===== src/rtl/sample_stream_reader_if.sv =====
// Byte-stream and sample-RAM read bundle between the sample stream reader
// (master) and its RAMs plus downstream byte consumer (slave).
interface sample_stream_reader_if;
  logic [11:0] Read_Address;
  logic [7:0]  PhaseA_Voltage_In;
  logic [7:0]  PhaseB_Voltage_In;
  logic [7:0]  PhaseC_Voltage_In;
  logic [7:0]  PhaseA_Current_In;
  logic [7:0]  PhaseB_Current_In;
  logic [7:0]  PhaseC_Current_In;
  logic [7:0]  Stream_Data;
  logic        Stream_Valid;
  logic        Stream_Ready;
  logic        Stream_Busy;
  logic        Stream_Done;
  logic        Stream_Abort;

  modport master (
    output Read_Address,
    input  PhaseA_Voltage_In, PhaseB_Voltage_In, PhaseC_Voltage_In,
    input  PhaseA_Current_In, PhaseB_Current_In, PhaseC_Current_In,
    output Stream_Data, Stream_Valid,
    input  Stream_Ready,
    output Stream_Busy, Stream_Done, Stream_Abort
  );

  modport slave (
    input  Read_Address,
    output PhaseA_Voltage_In, PhaseB_Voltage_In, PhaseC_Voltage_In,
    output PhaseA_Current_In, PhaseB_Current_In, PhaseC_Current_In,
    input  Stream_Data, Stream_Valid,
    output Stream_Ready,
    input  Stream_Busy, Stream_Done, Stream_Abort
  );
endinterface


===== src/rtl/sample_stream_reader.sv =====
// Streams captured load samples as a frame: header byte, six bytes per sample
// index (VA VB VC IA IB IC), then an 8-bit additive checksum of the data bytes.
//
// state  | meaning
// IDLE   | waiting for a rising capture-complete flag
// HEADER | presenting the header byte
// FETCH  | new Read_Address presented to the RAMs
// WAIT   | RAM read pipeline settling; six q bytes latched on exit
// SEND   | emitting the six latched bytes
// CSUM   | presenting the checksum byte
// DONE   | frame complete, waiting for the flag to drop
module sample_stream_reader #(
  parameter int         NUM_SAMPLES = 4096,
  parameter int         RD_LATENCY  = 2,
  parameter logic [7:0] HEADER_BYTE = 8'hA5
) (
  input  logic                  clk,
  input  logic                  reset,
  input  logic                  Writing_Finish_Flag,
  sample_stream_reader_if.master bus
);
  localparam int              AW        = 12;
  localparam int              LW        = (RD_LATENCY > 1) ? $clog2(RD_LATENCY) : 1;
  localparam logic [AW-1:0]   LAST_ADDR = AW'(NUM_SAMPLES - 1);
  localparam logic [LW-1:0]   LAT_LOAD  = LW'(RD_LATENCY - 1);

  typedef enum logic [2:0] {
    S_IDLE, S_HEADER, S_FETCH, S_WAIT, S_SEND, S_CSUM, S_DONE
  } state_t;

  state_t        r_state, w_state_nxt;
  logic          r_s1, r_s2, r_s3;
  logic [AW-1:0] r_addr;
  logic [LW-1:0] r_lat_cnt;
  logic [47:0]   r_hold;
  logic [2:0]    r_byte_idx;
  logic [7:0]    r_csum;
  logic          r_done, r_abort;

  logic          w_start, w_busy, w_valid, w_xfer, w_abort, w_last_byte;
  logic [7:0]    w_data;

  always_ff @(posedge clk) begin
    if (reset) begin
      r_state <= S_IDLE;
      r_s1    <= 1'b0;
      r_s2    <= 1'b0;
      r_s3    <= 1'b0;
    end else begin
      r_state <= w_state_nxt;
      r_s1    <= Writing_Finish_Flag;
      r_s2    <= r_s1;
      r_s3    <= r_s2;
    end
  end

  always_comb begin
    w_start     = r_s2 & ~r_s3;
    w_busy      = r_state inside {S_HEADER, S_FETCH, S_WAIT, S_SEND, S_CSUM};
    w_valid     = r_state inside {S_HEADER, S_SEND, S_CSUM};
    w_xfer      = w_valid & bus.Stream_Ready;
    w_abort     = w_busy & ~r_s2;
    w_last_byte = (r_byte_idx == 3'd5);
    w_data      = 8'h00;
    w_state_nxt = r_state;
    case (r_state)
      S_IDLE:   if (w_start) w_state_nxt = S_HEADER;
      S_HEADER: begin
        w_data = HEADER_BYTE;
        if (w_xfer) w_state_nxt = S_FETCH;
      end
      S_FETCH:  w_state_nxt = S_WAIT;
      S_WAIT:   if (r_lat_cnt == '0) w_state_nxt = S_SEND;
      S_SEND: begin
        w_data = r_hold[47:40];
        if (w_xfer && w_last_byte)
          w_state_nxt = (r_addr == LAST_ADDR) ? S_CSUM : S_FETCH;
      end
      S_CSUM: begin
        w_data = r_csum;
        if (w_xfer) w_state_nxt = S_DONE;
      end
      S_DONE:   if (!r_s2) w_state_nxt = S_IDLE;
      default:  w_state_nxt = S_IDLE;
    endcase
    // A dropped flag wins over any transfer on the same edge.
    if (w_abort) w_state_nxt = S_IDLE;
  end

  always_ff @(posedge clk) begin
    if (reset) begin
      r_addr     <= '0;
      r_lat_cnt  <= '0;
      r_hold     <= '0;
      r_byte_idx <= '0;
      r_csum     <= '0;
      r_done     <= 1'b0;
      r_abort    <= 1'b0;
    end else begin
      r_done  <= 1'b0;
      r_abort <= 1'b0;
      if (w_abort) begin
        r_abort    <= 1'b1;
        r_addr     <= '0;
        r_csum     <= '0;
        r_byte_idx <= '0;
      end else begin
        case (r_state)
          S_IDLE: if (w_start) begin
            r_addr <= '0;
            r_csum <= '0;
          end
          S_FETCH: r_lat_cnt <= LAT_LOAD;
          S_WAIT: begin
            if (r_lat_cnt != '0) begin
              r_lat_cnt <= r_lat_cnt - 1'b1;
            end else begin
              r_hold     <= {bus.PhaseA_Voltage_In, bus.PhaseB_Voltage_In,
                             bus.PhaseC_Voltage_In, bus.PhaseA_Current_In,
                             bus.PhaseB_Current_In, bus.PhaseC_Current_In};
              r_byte_idx <= '0;
            end
          end
          S_SEND: if (w_xfer) begin
            r_csum <= r_csum + r_hold[47:40];
            r_hold <= {r_hold[39:0], 8'h00};
            if (w_last_byte) begin
              r_byte_idx <= '0;
              if (r_addr != LAST_ADDR) r_addr <= r_addr + 1'b1;
            end else begin
              r_byte_idx <= r_byte_idx + 3'd1;
            end
          end
          S_CSUM: if (w_xfer) begin
            r_done <= 1'b1;
            r_addr <= '0;
          end
          default: ;
        endcase
      end
    end
  end

  assign bus.Read_Address = r_addr;
  assign bus.Stream_Data  = w_data;
  assign bus.Stream_Valid = w_valid;
  assign bus.Stream_Busy  = w_busy;
  assign bus.Stream_Done  = r_done;
  assign bus.Stream_Abort = r_abort;
endmodule


===== src/flat_wrapper.sv =====
// flat-port wrapper written by rule: the top's interface ports become plain ports
module sample_stream_reader_flat 
#(
  parameter int         NUM_SAMPLES = 4096,
  parameter int         RD_LATENCY  = 2,
  parameter logic [7:0] HEADER_BYTE = 8'hA5
)
  (clk, reset, Writing_Finish_Flag, bus_Read_Address, bus_PhaseA_Voltage_In, bus_PhaseB_Voltage_In, bus_PhaseC_Voltage_In, bus_PhaseA_Current_In, bus_PhaseB_Current_In, bus_PhaseC_Current_In, bus_Stream_Data, bus_Stream_Valid, bus_Stream_Ready, bus_Stream_Busy, bus_Stream_Done, bus_Stream_Abort);
  sample_stream_reader_if bus_i ();
  input  logic clk;
  input  logic reset;
  input  logic Writing_Finish_Flag;
  output wire logic [$bits(bus_i.Read_Address)-1:0] bus_Read_Address;
  input wire logic [$bits(bus_i.PhaseA_Voltage_In)-1:0] bus_PhaseA_Voltage_In;
  input wire logic [$bits(bus_i.PhaseB_Voltage_In)-1:0] bus_PhaseB_Voltage_In;
  input wire logic [$bits(bus_i.PhaseC_Voltage_In)-1:0] bus_PhaseC_Voltage_In;
  input wire logic [$bits(bus_i.PhaseA_Current_In)-1:0] bus_PhaseA_Current_In;
  input wire logic [$bits(bus_i.PhaseB_Current_In)-1:0] bus_PhaseB_Current_In;
  input wire logic [$bits(bus_i.PhaseC_Current_In)-1:0] bus_PhaseC_Current_In;
  output wire logic [$bits(bus_i.Stream_Data)-1:0] bus_Stream_Data;
  output wire logic [$bits(bus_i.Stream_Valid)-1:0] bus_Stream_Valid;
  input wire logic [$bits(bus_i.Stream_Ready)-1:0] bus_Stream_Ready;
  output wire logic [$bits(bus_i.Stream_Busy)-1:0] bus_Stream_Busy;
  output wire logic [$bits(bus_i.Stream_Done)-1:0] bus_Stream_Done;
  output wire logic [$bits(bus_i.Stream_Abort)-1:0] bus_Stream_Abort;
  assign bus_Read_Address = bus_i.Read_Address;
  assign bus_i.PhaseA_Voltage_In = bus_PhaseA_Voltage_In;
  assign bus_i.PhaseB_Voltage_In = bus_PhaseB_Voltage_In;
  assign bus_i.PhaseC_Voltage_In = bus_PhaseC_Voltage_In;
  assign bus_i.PhaseA_Current_In = bus_PhaseA_Current_In;
  assign bus_i.PhaseB_Current_In = bus_PhaseB_Current_In;
  assign bus_i.PhaseC_Current_In = bus_PhaseC_Current_In;
  assign bus_Stream_Data = bus_i.Stream_Data;
  assign bus_Stream_Valid = bus_i.Stream_Valid;
  assign bus_i.Stream_Ready = bus_Stream_Ready;
  assign bus_Stream_Busy = bus_i.Stream_Busy;
  assign bus_Stream_Done = bus_i.Stream_Done;
  assign bus_Stream_Abort = bus_i.Stream_Abort;
  sample_stream_reader #(.NUM_SAMPLES(NUM_SAMPLES), .RD_LATENCY(RD_LATENCY), .HEADER_BYTE(HEADER_BYTE)) u_core (.clk(clk), .reset(reset), .Writing_Finish_Flag(Writing_Finish_Flag), .bus(bus_i));
endmodule

===== config.mk =====
export PLATFORM = sky130hd
export DESIGN_NAME = sample_stream_reader_flat
export DESIGN_NICKNAME = d
export VERILOG_FILES = /design/src/rtl/sample_stream_reader_if.sv /design/src/rtl/sample_stream_reader.sv /design/src/flat_wrapper.sv
export SDC_FILE = /design/constraint.sdc
export NUM_CORES = 1
export LEC_CHECK = 0
export ABC_AREA = 0
export CAP_MARGIN = 25
export CORE_ASPECT_RATIO = 0.75
export CORE_MARGIN = 2
export CORE_UTILIZATION = 50
export CTS_BUF_LIST = sky130_fd_sc_hd__clkbuf_4 sky130_fd_sc_hd__clkbuf_8
export DETAILED_ROUTE_END_ITERATION = 7
export GPL_TIMING_DRIVEN = 0
export MAX_ROUTING_LAYER = met4
export PLACE_DENSITY = 0.85
export SLEW_MARGIN = 30
export SYNTH_ARGS = -nofsm -noshare
export SYNTH_HDL_FRONTEND = slang
export SYNTH_SLANG_ARGS = --single-unit
export TNS_END_PERCENT = 5

===== constraint.sdc =====
create_clock -name clk -period 5 [get_ports clk]
set_input_delay 0.5 -clock clk [delete_from_list [all_inputs] [get_ports clk]]
set_output_delay 0.5 -clock clk [all_outputs]
set_load 0.05 [all_outputs]

==> metrics.md <==
| Metric | Value |
|---|---|
| Placer Congestion | `0.9615` |
| CTS tree | `built` |
| Hold_ws | `0.4390 ns` |
| DRC viols | `0` |
| DR vias | `4452` |
| Mapped cell area | `4154 sq um` |
| GRT Overall Usage | `30.01%` |
| Status | `finished clean` |
| Antenna violations before repair | `0` |
| First-pass GRT wire length | `20830 um` |
| PortBufs | `73` |
| Root Buffer | `clkbuf_8` |
| Synth Area in Compound Gates | `21.69%` |
| Ant. Diodes | `0` |
| Die ar. | `9061 sq um` |
| Routed wire per std cell | `17.90 um` |
| RSZ-0062 raised after global routing | `no` |
| Starting Density | `52.01%` |
| Clock Tree Buf Depth | `2` |
| Max-Cap Viols | `0` |
| Mux share of post-synthesis cell area | `1.687%` |
| Critical Path AT | `2.80 ns` |
| Commonest cells after routing, fill and taps aside | `112 x nand2_1, 80 x dfxtp_1, 73 x clkdlybuf4s50_1` |
| Peak VDD IR | `0.2107 mV` |
| Simple-gate share of the synthesized area | `29.25%` |
| Die Ht | `82.94 um` |
| DR vias/cell | `6.132` |
| H-tree levels | `3` |
| Row count | `28` |
| Postcts setup bufs | `0` |
| GRT Residual Overflow | `0` |
| Worst Setup Start Kind | `register` |
| Final HPWL DP | `9129 um` |
| Setup TNS | `0 ns` |
| EDFF count, synth | `0` |
| Data required, critical path | `4.50 ns` |
| Max Fclk | `302.6 MHz` |
| Pin count of the biggest net entering global routing | `15` |
| Width of the chip | `109.3 um` |
| Pins Over Slew Limit | `0` |
| Synth cell types | `63` |
| Crit. End Element | `output pin` |
| HP Class | `input pin to register` |
| CP Max Fanout | `10` |
| Layout Skew | `0.01554 ns` |
| Cts hold-fix bufs | `0` |
| Clk pin slew, worst setup/hold paths | `0.10 ns` |
| First-pass DRT Iterations | `6` |
| Number of CTS-inserted buffers | `9` |
| Area delta synth->final | `25.93%` |
| Clk Latency, worst-skew pair | `0.38 ns` |
| Final Hold Vio Count | `0` |
| Post_cts resized | `0` |
| Largest family of logic cells by synthesized area | `simple AND/OR/NAND/NOR gates` |
| Tightest Pin Transition | `0.6275 ns` |
| Most common cell after layout, fill and taps aside | `nand2_1` |
| Register area share after synthesis | `38.55%` |
| Period utilisation layout | `66.09%` |
| Final Power | `1.559 mW` |
| Adder and majority gate portion of the synthesized area | `2.892%` |
| Post-synthesis register bit count | `80` |
| PwrDens | `298.1 nW/um^2` |
| Cells after Synth | `532` |
| Post-synthesis async set-or-reset flop share | `0%` |
| Syn_nets | `593` |
| XOR/XNOR share of the synthesized area | `0.4217%` |
| CTS sink cnt | `80` |
| Number of DRC markers in iteration 0 | `470` |
| Syn Area/Cell | `7.808 sq um` |
| I/O Pins | `76` |
| Worst slew margin | `58.17%` |
| Core area | `7988 sq um` |
| Final count of negative-setup-slack endpoints | `0` |
| Share of cells above drive strength 1 | `8.213%` |
| P_leak | `1.833 nW` |
| Vias in the first global route | `4181` |
| Routed WL | `13000 um` |
| Final min period | `3.304 ns` |
| Ys flop type | `dfxtp_1` |
| Ys Warns | `0` |
| Final antenna-violating net count | `0` |
| Worst setup path class | `register to output pin` |
| Fin nets | `677` |
[metal layers]
metal  track usage [%]  up-vias  wire, um
li1                  -     2088         -
met4             8.516        0       212
met5                 -        -         0
met1             42.31     2114      5826
met2             43.53      224      5741
met3             6.044       26      1218
[flip-flops by register name, indices dropped and copies added, names as in the netlist]
signal,flops
u_core.bus.Read_Address,12
u_core.r_byte_idx,3
u_core.r_state,3
u_core.r_s3,1
u_core.r_s1,1
u_core.bus.Stream_Done,1
u_core.r_hold,48
u_core.bus.Stream_Abort,1
u_core.r_lat_cnt,1
u_core.r_csum,8
u_core.r_s2,1
[final timing paths]
path	from	to	slack (ns)	depth (start not counted)
hold / removal	bus_Stream_Ready	u_core.bus.Stream_Done	0.44	3
setup / recovery	u_core.r_state[0]	bus_Stream_Data[5]	1.70	5
hold reg to reg	u_core.r_hold[3]	u_core.r_hold[3]	0.46	2
setup reg to reg	u_core.bus.Read_Address[0]	u_core.r_state[0]	2.74	6
[cells by family (layout without fill, tap and decap cells)]
| group | Yosys count | count (layout) |
|---|---|---|
| AND/OR/NAND/NOR | 260 | 260 |
| AO/OA/AOI/OAI | 128 | 128 |
| flip-flops | 80 | 80 |
| buffers and inverters | 46 | 135 |
| adder cells (fa/ha/maj) | 9 | 9 |
| multiplexers | 7 | 7 |
| XOR/XNOR | 2 | 2 |
[report_power, final]
group | switching [mW] | internal [mW]
registers | 0.0106 | 0.649
logic | 0.249 | 0.136
clock network | 0.254 | 0.261
[per-stage QoR]
step | cells | setup WS (ns) | util, % | area (sq um)
final | 726 | 1.696 | 65.49 | 5231
after CTS | 726 | 1.782 | 65.49 | 5231
after detailed placement | 710 | 2.193 | 62.80 | 5016
after global placement | 710 | 2.214 | 62.80 | 5016
after floorplan | 532 | 2.711 | - | 4154
after global routing | 726 | 1.633 | 65.49 | 5231
[final cells by class]
cell class                      instances  area, sq um
Clock inverter                          5        63.81
Fill cell                             687         2756
Sequential cell                        80         1602
Multi-Input combinational cell        406         2323
Timing Repair Buffer                   73        730.7
Inverter                                5        18.77
Buffer                                 41        210.2
Clock buffer                           11        151.4
Tap cell                              105        131.4
[synth_stat cells (2+ instances only)]
cell type,count,area (sq um)
a211oi_1,2,15.01
nand3_1,17,85.08
a211o_1,2,17.52
nor3_1,9,45.04
nand2b_1,3,18.77
dfxtp_1,80,1602
o21ai_1,2,10.01
nor2_1,70,262.8
a21o_1,3,22.52
nand3b_1,2,15.01
buf_6,2,22.52
nand2_1,112,420.4
a21oi_1,40,200.2
clkbuf_1,18,67.56
or4_1,4,30.03
inv_1,5,18.77
a311oi_1,40,350.3
buf_4,3,22.52
and3_1,2,12.51
nand3_2,2,20.02
nand4_1,11,68.82
buf_2,11,55.05
mux2i_1,7,70.07
or3_1,2,12.51
nor2b_1,4,25.02
ha_1,8,100.1
buf_1,6,22.52
o31ai_1,9,67.56
o21bai_1,2,15.01
o21ai_0,12,60.06
and2b_2,2,17.52
nor4_1,5,31.28
a31oi_1,5,31.28
[critical path, stage by stage (launching register included)]
cell             delay, ns
dfxtp_1               0.42
buf_4                 0.23
clkbuf_1              0.50
o21ai_0               0.25
a21oi_1               0.22
clkdlybuf4s50_1       0.83
(Power assumes the default switching activity.)
